==> src/rtl/cmp_unit_arbiter.sv <==
// cmp_unit_arbiter: round-robin arbiter sharing one set-less-than comparator among NREQ requesters.
// Define CMP_ARB_PIPE_EN to allow a new grant in the same cycle a response is accepted.
module cmp_slt #(
  parameter int N = 32
) (
  input  logic [N-1:0] a,
  input  logic [N-1:0] b,
  input  logic         uns,
  output logic         lt
);
  logic [N:0] sum;
  assign sum = {1'b0, a} + {1'b0, ~b} + (N+1)'(1);
  assign lt  = uns ? ~sum[N] : (a[N-1] & ~b[N-1]) | ((a[N-1] ~^ b[N-1]) & sum[N-1]);
endmodule

module cmp_unit_arbiter #(
  parameter int N    = 32,
  parameter int NREQ = 4,
  parameter int IDW  = $clog2(NREQ)
) (
  input  logic              clk,
  input  logic              rst_n,
  input  logic [NREQ-1:0]   req_valid,
  output logic [NREQ-1:0]   req_ready,
  input  logic [NREQ-1:0]   req_unsigned,
  input  logic [NREQ*N-1:0] req_a,
  input  logic [NREQ*N-1:0] req_b,
  output logic              rsp_valid,
  output logic [IDW-1:0]    rsp_id,
  output logic [N-1:0]      rsp_data,
  input  logic              rsp_ready
);
  typedef enum logic [1:0] {IDLE, EXEC, RESP} state_t;
  state_t state, state_d;
  logic [IDW-1:0] rr_ptr, g, idx, id_q;
  logic [N-1:0] a_q, b_q;
  logic found, can_grant, grant, uns_q, lt;
  cmp_slt #(.N(N)) u_cmp (.a(a_q), .b(b_q), .uns(uns_q), .lt(lt));
  // first valid requester at or after rr_ptr, wrapping naturally on IDW bits
  always_comb begin
    found = 1'b0;
    g = '0;
    idx = '0;
    for (int k = 0; k < NREQ; k++) begin
      idx = rr_ptr + IDW'(k);
      if (!found && req_valid[idx]) begin
        found = 1'b1;
        g = idx;
      end
    end
  end
`ifdef CMP_ARB_PIPE_EN
  assign can_grant = (state == IDLE) | ((state == RESP) & rsp_ready);
`else
  assign can_grant = state == IDLE;
`endif
  assign grant     = can_grant & found;
  assign req_ready = grant ? (NREQ'(1) << g) : '0;
  always_comb begin
    state_d = state;
    if (grant) state_d = EXEC;
    else if (state == EXEC) state_d = RESP;
    else if (state == RESP && rsp_ready) state_d = IDLE;
  end
  always_ff @(posedge clk or negedge rst_n) begin
    if (!rst_n) begin
      state     <= IDLE;
      rr_ptr    <= '0;
      a_q       <= '0;
      b_q       <= '0;
      uns_q     <= 1'b0;
      id_q      <= '0;
      rsp_valid <= 1'b0;
      rsp_id    <= '0;
      rsp_data  <= '0;
    end else begin
      state <= state_d;
      if (grant) begin
        a_q    <= req_a[g*N +: N];
        b_q    <= req_b[g*N +: N];
        uns_q  <= req_unsigned[g];
        id_q   <= g;
        rr_ptr <= g + 1'b1;
      end
      if (state == EXEC) begin
        rsp_valid <= 1'b1;
        rsp_id    <= id_q;
        rsp_data  <= {{(N-1){1'b0}}, lt};
      end else if (state == RESP && rsp_ready) rsp_valid <= 1'b0;
    end
  end
endmodule

==> config.mk <==
export PLATFORM = sky130hd
export DESIGN_NAME = cmp_unit_arbiter
export DESIGN_NICKNAME = d
export VERILOG_FILES = /design/src/rtl/cmp_unit_arbiter.sv
export SDC_FILE = /design/constraint.sdc
export NUM_CORES = 1
export LEC_CHECK = 0
export CORE_MARGIN = 2
export CORE_UTILIZATION = 42
export CTS_BUF_LIST = sky130_fd_sc_hd__clkbuf_4
export DETAILED_ROUTE_END_ITERATION = 16
export GPL_TIMING_DRIVEN = 0
export PLACE_DENSITY = 0.84
export SYNTH_ARGS = -nofsm -noshare
export SYNTH_HDL_FRONTEND = slang
export SYNTH_SLANG_ARGS = --single-unit
==> constraint.sdc <==
create_clock -name clk -period 2.25 [get_ports clk]
set_input_delay 0.225 -clock clk [delete_from_list [all_inputs] [get_ports clk]]
set_output_delay 0.225 -clock clk [all_outputs]
set_load 0.02 [all_outputs]
# Yosys cells after proc, flatten, opt, wreduce, memory -nomap -nowiden
# Index checks and enable logic that the tools add are counted.
[totals] reg_bits=75 latchBits=0 ram_bits=0 romBits=0 in_bits=267 out_inout_bits=39 wordCells=68 n_memories=0
[classes] n_addsub=6 multipliers=0 div_mod_pow=0 magnitude_cmp=5 n_eq_ne=2 n_shift=3 n_mux=25 n_bitwise=8 n_reduce_logical=10
[op_table] op="$shiftx 128x8->32" count=2
[op_table] op="$add 32x32->33" count=1
[op_table] op="$add 33x1->33 const B" count=1
[op_table] op="$not 32->32" count=1
[op_table] op="$lt 2x3->1 const B" count=5
[op_table] op="$mux 2" count=7
[op_table] op="$mux 1" count=12
[op_table] op="$bmux 1 s2" count=5
[op_table] op="$add 2x1->2 const B" count=2
[op_table] op="$add 2x2->2 const B" count=2
[op_table] op="$logic_and 1x1->1" count=4
[op_table] op="$mux 4" count=1
[op_table] op="$shl 1x2->4 const A" count=1
[op_table] op="$and 1x1->1" count=3
[op_table] op="$logic_not 1->1" count=3
[op_table] op="$reduce_bool 3->1" count=1
[op_table] op="$eq 2x1->1 const B" count=1
[op_table] op="$eq 2x2->1 const B" count=1
[op_table] op="$logic_not 2->1" count=1
[op_table] op="$not 1->1" count=2
[op_table] op="$reduce_bool 2->1" count=1
[op_table] op="$or 1x1->1" count=1
[op_table] op="$xnor 1x1->1" count=1

# Depth between registers and ports, before layout
# Gate-level depths: netlist of run 1.
[depth] word_depth=14 mapped_depth=10

# Modules after synthesis
# From an unflattened synthesis of run 1, not the netlist that was laid out.
[unflattened] hier_cells=667 area_unflattened_um2=5909.4
[by_module_without_submodules] module="cmp_unit_arbiter" n_inst=1 cells_per_inst=535 area_per_inst_um2=5002.3 seq_area_each_um2=1876.8
[by_module_without_submodules] module="cmp_slt" n_inst=1 cells_per_inst=132 area_per_inst_um2=907.1 seq_area_each_um2=0.0

# Least setup slack after synthesis of run 1
# Ideal clock, no wire load.
[synth_timing] kind="register to register" from="register a_q[29]" to="register rsp_data[0]" arrival_time_ns=1.901 required_time_ns=2.132 setup_slack_ns=0.231 path_stages_with_launch=8 path_buffers=0 period_less_slack_ns=2.019 path_cell_list="dfrtp_1 ha_1 nand4_1 nor4_1 nand3_1 a2111oi_0 a21oi_1 a21o_1"
[synth_between] elab_chain_len=5
[synth_rtl] element="start, declared" line_no="36" text="logic [N-1:0] a_q, b_q;"
[synth_rtl] element="start signal, assigned" line_no="79" text="a_q <= req_a[g*N +: N];"
[synth_rtl] element="$add 32x32->33 *" line_no="12" text="assign sum = {1'b0, a} + {1'b0, ~b} + (N+1)'(1);"
[synth_rtl] element="$add 33x1->33 *" line_no="12"
[synth_rtl] element="$and 1x1->1" line_no="13" text="assign lt = uns ? ~sum[N] : (a[N-1] & ~b[N-1]) | ((a[N-1] ~^ b[N-1]) & sum[N-1]);"
[synth_rtl] element="$or 1x1->1" line_no="13"
[synth_rtl] element="$mux 1 *" line_no="13"
[synth_rtl] element="end signal, assigned" line_no="88" text="rsp_data <= {{(N-1){1'b0}}, lt};"
[synth_rtl] element="end, declared" line_no="30" text="output logic [N-1:0] rsp_data,"
# Mark *: on every way between the ends. The rest lies on a longest branch, timed or not.
# A chain may end at the register's enable or synchronous reset.

# Final worst setup path of run 1
[layout_timing] from="register rr_ptr[1]" to="output req_ready[2]"
[layout_between] elab_chain_len=14
[layout_rtl] element="start, declared" line_no="35" text="logic [IDW-1:0] rr_ptr, g, idx, id_q;"
[layout_rtl] element="start signal, assigned" line_no="83" text="rr_ptr <= g + 1'b1;"
[layout_rtl] element="parallel branches: the longest is 11 deep, another holds $add 2x1->2"
[layout_rtl] element="$mux 2 *" line_no="46" text="if (!found && req_valid[idx]) begin"
[layout_rtl] element="via g[1]" line_no="35"
[layout_rtl] element="$shl 1x2->4 *" line_no="58" text="assign req_ready = grant ? (NREQ'(1) << g) : '0;"
[layout_rtl] element="$mux 4 *" line_no="58"
[layout_rtl] element="end, declared" line_no="24" text="output logic [NREQ-1:0] req_ready,"
# Mark *: on every way through the listed nets, which the timed path passes. The select of a mux whose other input is x is not followed.

==> results of run 1 <==
==> stage by stage <==
| stage | setup WS (ns) | TNS (ns) | hold slack [ns] | util [%] | cell area (um2) |
|---|---|---|---|---|---|
| floorplan | 0.231 | 0 | -0.0706 | - | 6130 |
| global route | -0.163 | -0.843 | 0.114 | 70.8 | 9860 |
| CTS | -0.150 | -0.595 | 0.114 | 69.2 | 9650 |
| global placement | -1.54 | -149.48 | 0.459 | 65.3 | 9090 |
| finish | -0.118 | -0.460 | 0.126 | 70.8 | 9860 |
| detailed placement | -1.05 | -35.86 | 0.0240 | 65.4 | 9120 |
==> cell usage after synthesis (2+ instances only) <==
library cell,count,area share (%)
o21ai_0,36,3.0
a211oi_1,68,8.5
dfrtp_1,75,31
nor2b_1,2,0.21
a21o_1,40,5.0
and2_1,4,0.42
a311oi_1,34,5.0
a221o_1,2,0.33
mux2_2,2,0.37
a221oi_1,2,0.29
buf_2,11,0.92
a21oi_1,14,1.2
nand3_1,6,0.50
nor3_1,2,0.17
a311o_1,31,5.2
buf_1,5,0.31
nand2_1,148,9.2
nand4_1,5,0.52
buf_4,32,4.0
and3_1,67,7.0
nand2b_1,2,0.21
ha_1,35,7.3
o21ai_1,8,0.67
nor2_1,10,0.62
inv_1,37,2.3
clkbuf_1,49,3.1
==> kinds of logic (layout without fill, tap and decap cells) <==
group	Yosys count	count (layout)	synth area share (%)
adder cells (fa/ha/maj)	35	35	7.28
flip-flops	75	75	31.2
other	1	32	0.0624
multiplexers	2	2	0.375
buffers and inverters	135	442	10.7
AO/OA/AOI/OAI	245	245	30.5
AND/OR/NAND/NOR	253	253	19.9
==> per-layer routing <==
layer / global-route usage (%) / routed length (um) / share of wire, % / up-vias
li1: - / - / - / 3354
met1: 37.8 / 9770 / 41 / 3406
met2: 51.2 / 11300 / 47 / 340
met3: 6.32 / 2390 / 9.9 / 43
met4: 10.7 / 595 / 2.5 / 0
met5: 0 / 0 / 0 / -
==> registers in the layout, summed over array words and instances, names as in the netlist <==
register,count
rsp_data,1
rsp_id,2
uns_q,1
id_q,2
rr_ptr,2
b_q,32
a_q,32
rsp_valid,1
state,2
==> worst max-delay path: stages (launching register included) <==
cell and delay, ns:
dfrtp_1 0.44, a21boi_0 0.14, o32a_1 0.35, buf_6 0.14, buf_12 0.12, buf_12 0.13, ha_4 0.15, and2_4 0.13
buf_6 0.12
==> report_power, final <==
part / internal [mW] / total, mW / switching, mW / leakage [nW]
clock: 0.456 / 0.934 / 0.477 / 0.0825
combinational: 3.14 / 7.08 / 3.93 / 3.52
sequential: 2.03 / 2.40 / 0.371 / 0.919
==> final cells by class <==
class | instances | area, um2
Timing Repair Buffer | 294 | 2930
Clock buffer | 10 | 75.1
Buffer | 96 | 647
Sequential cell | 75 | 1880
Multi-Input combinational cell | 566 | 3870
Tap cell | 180 | 225
Fill cell | 1147 | 4070
Clock inverter | 4 | 77.6
Antenna cell | 1 | 2.50
Inverter | 38 | 160
==> what timing repair did <==
item / 4_1_cts / 5_1_grt
cloned: 0 / 0
hold buffers: 1 / 0
setup buffers: 16 / 2
hold endpoints to repair: 75 / 0
endpoints found under the setup margin: 69 / 67
resized for setup: 92 / 81
pin swaps: 4 / 7
==> layout by cell type, fill, tap and decap left out, drive strengths merged, types with 2 or more instances in the layout <==
| cell | instances |
|---|---|
| dfrtp | 75 |
| nand2 | 149 |
| a221oi | 2 |
| nand4 | 5 |
| nor3 | 2 |
| a311oi | 34 |
| nor2b | 2 |
| conb | 31 |
| mux2 | 2 |
| clkdlybuf4s50 | 269 |
| ha | 35 |
| clkinv | 3 |
| a211oi | 68 |
| a21oi | 14 |
| nand2b | 3 |
| a221o | 2 |
| a31oi | 2 |
| and2 | 4 |
| nand3 | 6 |
| and3 | 67 |
| inv | 37 |
| bufinv | 2 |
| o21ai | 44 |
| a21o | 41 |
| nor2 | 10 |
| buf | 72 |
| a311o | 31 |
| clkbuf | 58 |
==> worst max-delay path by stage <==
stage,from,to,slack (ns),cells past startpoint
4_1_cts,rr_ptr[1],req_ready[3],-0.15,9
3_5_place_dp,req_valid[3],req_ready[0],-1.05,11
5_1_grt,rr_ptr[1],req_ready[0],-0.16,10
6_report,rr_ptr[1],req_ready[2],-0.12,8
3_3_place_gp,rst_n,a_q[6],-1.54,1
2_1_floorplan,a_q[29],rsp_data[0],0.23,7
==> reports/results.tsv, run 1 <==
stage	metric	value	unit
global_routing	grt_max_degree	75	
die	die_w	124	um
synth	synth_edf_count	0	
global_routing	grt_pass1_vias	6959	
setup_path	rr_startpoint	rr_ptr[1]	
timing	min_period	2.37	ns
timing	max_clock_freq	422	MHz
synth	ys_types	45	
power	power	10.4	mW
route	vias_per_cell	5.65	
die	rows	43	
power	leakagePower	4.52	nW
timing	worstMarginPinSlew	0.709	ns
setup_path	start_kind	flip-flop	
finish	nets	1382	
setup_path	reg2reg_depth	9	
setup_path	endpoint_kind	output port	
die	die-area	15300	um2
power	powerDensity	1050	nW/um2
finish	drive_above_1_share	15.6	%
synth	ys_ff_latch	75	
synth	ys_async_sr_fraction	100	%
synth	syn_inst	746	
die	ios	306	
synth	synth-main-ff-cell	dfrtp_1	
placement	gp_congestion	0.895	
global_routing	grt_overflow	0	
placement	dpl.hpwl	18.3	mm
setup_path	r2r-end	a_q[25]	
setup_path	reg2reg_slack	-0.01	ns
timing	maxSlewViolCount	0	
synth	syn_area_per_cell	8.06	um2
timing	setup_ws	-0.118	ns
timing	finalCritPeriodShare	105	%
finish	final_cell_count_no_fill	1264	
timing	rsz0062_at_grt	yes	
clock_tree	clock_path_buffers	2	
synth	seq_area_frac_synth	31.2	%
clock_tree	clkTransAtPathRegs	0.12	ns
die	core-area	13900	um2
global_routing	grt_pass1_wl	35.1	mm
route	routed_wl	24.1	mm
power	ir_worst_vdd	0.497	mV
placement	dp.cells	1231	
finish	area_delta_synth_final	64.0	%
flow_run	drv_cap	0	
clock_tree	clock_sinks	75	
route	drt.antenna.violating_nets	0	
route	drc	0	
route	post_drt_wl_per_cell	19.0	um
timing	max-slew-margin-rel	52.8	%
setup_path	required	2.03	ns
die	start_util	43.2	%
setup_path	worstPathArrival	2.14	ns
route	dr.pass1.iters	5	
timing	finClkSkew	0.0186	ns
clock_tree	ctsRootBufferMaster	clkbuf_4	
hold_path	hold_path.class	primary input to async pin	
timing	setup-violations-final	5	
outcome	violations	negative setup slack	
global_routing	antenna_found_initial	1	
setup_path	crit_type	flip-flop to output port	
global_routing	grtUsageTotal	30.1	%
clock_tree	htreeDepth	3	
placement	numPortBuffers	274	
setup_path	worstPathMaxFanout	6	
route	drtIter0Drc	435	
synth	ys.warnings.count	0	
outcome	outcome	finished with violations	
route	vias	7143	
clock_tree	cts_buffers	9	
clock_tree	clk_latency	0.42	ns
synth	syn_area	6010	um2
timing	hold_violations	0	
die	die_height	124	um
clock_tree	cts_tree	yes	
No activity file was read; power rests on OpenSTA's default activity.
==> run 2: changes to the inputs <==
--- a/config.mk
+++ b/config.mk
@@ -5,8 +5,9 @@
 export SDC_FILE = /design/constraint.sdc
 export NUM_CORES = 1
 export LEC_CHECK = 0
+export ABC_AREA = 1
 export CORE_MARGIN = 2
-export CORE_UTILIZATION = 42
+export CORE_UTILIZATION = 45
 export CTS_BUF_LIST = sky130_fd_sc_hd__clkbuf_4
 export DETAILED_ROUTE_END_ITERATION = 16
 export GPL_TIMING_DRIVEN = 0
==> run 2 against run 1 <==
Compared with the run above:
- the flow still finishes with violations (negative setup slack)
- die area up 11%
- total power decreased by 68%
- clock skew decreased by 0.0022 ns
- final cell count up 36%
- routed wire length increased by 1.9%
- worst hold slack improved by 0.26 ns
- critical endpoint is now req_ready[1]
- largest cell class unchanged
- highest routed layer unchanged
==> reports/results.tsv, run 2 <==
stage	metric	value	unit	change
synth	synth_top_area_cell	dfrtp_1		
global_routing	grtUsageTotal	27.6	%	-2.5 points
setup_path	reg2reg_slack	-0.35	ns	-0.34 ns
setup_path	start_kind	flip-flop		
setup_path	crit_type	flip-flop to output port		
route	vias	8253		+16%
setup_path	reg2reg_depth	12		+3
synth	synth-main-ff-cell	dfrtp_1		
synth	ys_types	28		-38%
synth	synth_top_area_share	26.3	%	-5.0 points
synth	ys_ff_latch	75		unchanged
timing	worstMarginPinSlew	0.930	ns	+0.221 ns
power	leakagePower	5.83	nW	+29%
setup_path	path_cells	buf_6 > nand2_2 > nand2_2 > nand2_2 > nand2_2 > nor2_4 > nand3_1 > nand2_1 > nor2_4 > buf_8 > ha_1 > inv_1 > nor2_2 > buf_6		
global_routing	grt_pass1_wl	36.4	mm	+3.7%
timing	setup_tns	-11.82	ns	-11.36 ns
clock_tree	clock_sinks	75		unchanged
setup_path	slowest_delay	0.47	ns	+0.03 ns
die	die-area	16900	um2	+11%
route	vias_per_cell	4.81		-15%
outcome	violations	negative setup slack		
placement	dp.cells	1682		+37%
timing	rsz0062_at_grt	yes		
finish	design_area	10800	um2	+9.9%
synth	synth_simple_gate_area_share	45.5	%	+26 points
synth	synthMuxAreaShare	0	%	-0.37 points
timing	hold_violations	0		unchanged
global_routing	grt_max_degree	76		+1.3%
finish	drive_above_1_share	15.4	%	-0.20 points
timing	finClkSkew	0.0164	ns	-0.00222 ns
placement	place_area	10300	um2	+13%
synth	syn_area_per_cell	6.15	um2	-24%
hold_path	holdPathEnd	state[1]		
synth	ys.warnings.count	0		unchanged
placement	dpl.hpwl	19.3	mm	+5.4%
placement	numPortBuffers	274		unchanged
die	core-area	15700	um2	+13%
hold_path	hold_path.class	primary input to flip-flop		
route	dr.pass1.iters	5		unchanged
synth	syn_inst	1162		+56%
global_routing	grt_pass1_vias	7550		+8.5%
die	start_util	45.5	%	+2.3 points
synth	synth_edf_count	0		unchanged
die	die_w	130	um	+5.2%
die	ios	306		unchanged
global_routing	grt_overflow	0		unchanged
setup_path	rr_startpoint	rr_ptr[0]		
finish	final_cell_count_no_fill	1717		+36%
synth	yosysMostFrequentCell	nand2_1		
route	routed_wl	24.5	mm	+1.9%
flow_run	drv_cap	0		unchanged
placement	preCtsSetupSlack	-1.09	ns	-0.0447 ns
hold_path	hp-start	rsp_ready		
clock_tree	clkTransAtPathRegs	0.13	ns	about the same
power	ir_worst_vdd	0.191	mV	-62%
clock_tree	cts_buffers	9		unchanged
global_routing	antenna_found_initial	1		unchanged
setup_path	required	2.03	ns	about the same
die	rows	46		+7.0%
finish	nets	1798		+30%
clock_tree	clock_path_buffers	2		unchanged
synth	synth_xor_area_share	0	%	unchanged
outcome	outcome	finished with violations		
clock_tree	cts_tree	yes		
timing	maxSlewViolCount	0		unchanged
synth	synthAdderAreaFrac	6.13	%	-1.2 points
timing	setup-violations-final	57		+52
timing	setup_ws	-0.390	ns	-0.272 ns
power	power	3.36	mW	-68%
route	drt.antenna.violating_nets	0		unchanged
synth	synth_compound_area_share	3.54	%	-27 points
die	die_height	130	um	+5.2%
synth	ys_async_sr_fraction	100	%	unchanged
synth	seq_area_frac_synth	26.3	%	-5.0 points
synth	netlist_top_cells_area	dfrtp_1 26%, nand2_1 17%, nand3_1 15%, inv_1 12%, or2_2 7.4%		
setup_path	crit_top_cell	nand2_2		
finish	postLayoutCoreUtil	69.0	%	-1.8 points
finish	final_common_cell	nand2_1		
setup_path	cp_slowest_cell	dfrtp_2		
timing	min_period	2.64	ns	+0.272 ns
setup_path	worstPathArrival	2.41	ns	+0.27 ns
synth	synthTopCellsByCount	333 x nand2_1, 220 x inv_1, 217 x nand3_1		
clock_tree	htreeDepth	3		unchanged
timing	hold-worst-slack	0.387	ns	+0.260 ns
finish	final_cell_mix	321 x nand2_1, 269 x clkdlybuf4s50_1, 217 x inv_1		
route	post_drt_wl_per_cell	14.3	um	-25%
timing	finalCritPeriodShare	117	%	+12 points
setup_path	endpoint_kind	output port		
power	powerDensity	310	nW/um2	-71%
synth	synth_top_family_by_area	simple AND/OR/NAND/NOR gates		
clock_tree	ctsRootBufferMaster	clkbuf_4		
finish	reg.largest.list	a_q: 32 flops, b_q: 32 flops		
synth	syn_area	7150	um2	+19%
clock_tree	clk_latency	0.42	ns	about the same
hold_path	whs_path_depth	2		
placement	gp_congestion	0.895		about the same
timing	max-slew-margin-rel	38.0	%	-15 points
setup_path	worstPathMaxFanout	5		-1
setup_path	r2r-end	a_q[24]		
timing	max_clock_freq	379	MHz	-10%
finish	area_delta_synth_final	51.7	%	
route	drc	0		unchanged
route	drtIter0Drc	515		+18%
[run 2: timing repair]
item,CTS,global route
setup endpoints to repair,74,71
hold buffers,1,0
pin swaps,16,13
cloned,1,0
resized for setup,66,38
endpoints found under the hold margin,75,0
buffers inserted,10,9
[run 2: cell type report]
cell class                      count  area, um2
Fill cell                        1354       4870
Multi-Input combinational cell    813       4190
Timing Repair Buffer              295       2930
Sequential cell                    75       1880
Inverter                          222        843
Buffer                             80        571
Tap cell                          216        270
Clock inverter                      6       91.3
Clock buffer                        9       67.6
Antenna cell                        1       2.50
[run 2: metal layers]
layer  GRT usage (%)  up-vias  share of wire (%)
met4            8.03        0                2.2
met5               0        -                  0
met1            35.7     3733                 42
met3            3.53       40                6.6
li1                -     4165                  -
met2            48.5      315                 49
[run 2: logic make-up (layout without fill, tap and decap cells)]
kind of cell             count (synthesis)  after routing
buffers and inverters                  304            612
AND/OR/NAND/NOR                        699            699
AO/OA/AOI/OAI                           48             48
adder cells (fa/ha/maj)                 35             35
flip-flops                              75             75
other                                    1             32
[run 2: worst max-delay path by stage]
stage,cells past startpoint,to,startpoint
6_report,14,req_ready[1],rr_ptr[0]
5_1_grt,14,req_ready[1],rr_ptr[0]
4_1_cts,15,req_ready[0],rr_ptr[0]
3_5_place_dp,16,req_ready[1],req_valid[1]
3_3_place_gp,1,b_q[9],rst_n
2_1_floorplan,13,req_ready[2],rr_ptr[0]
[run 2: critical path, delay by kind of cell, from the launching register on]
kind	cells	cell delay [ns]
flip-flops	1	0.47
adder cells (fa/ha/maj)	1	0.17
AND/OR/NAND/NOR	9	0.88
buffers and inverters	4	0.48
[run 2: report_power, final]
group | switching (mW) | internal (mW)
logic | 0.425 | 0.643
clock network | 0.502 | 0.446
registers | 0 | 1.35
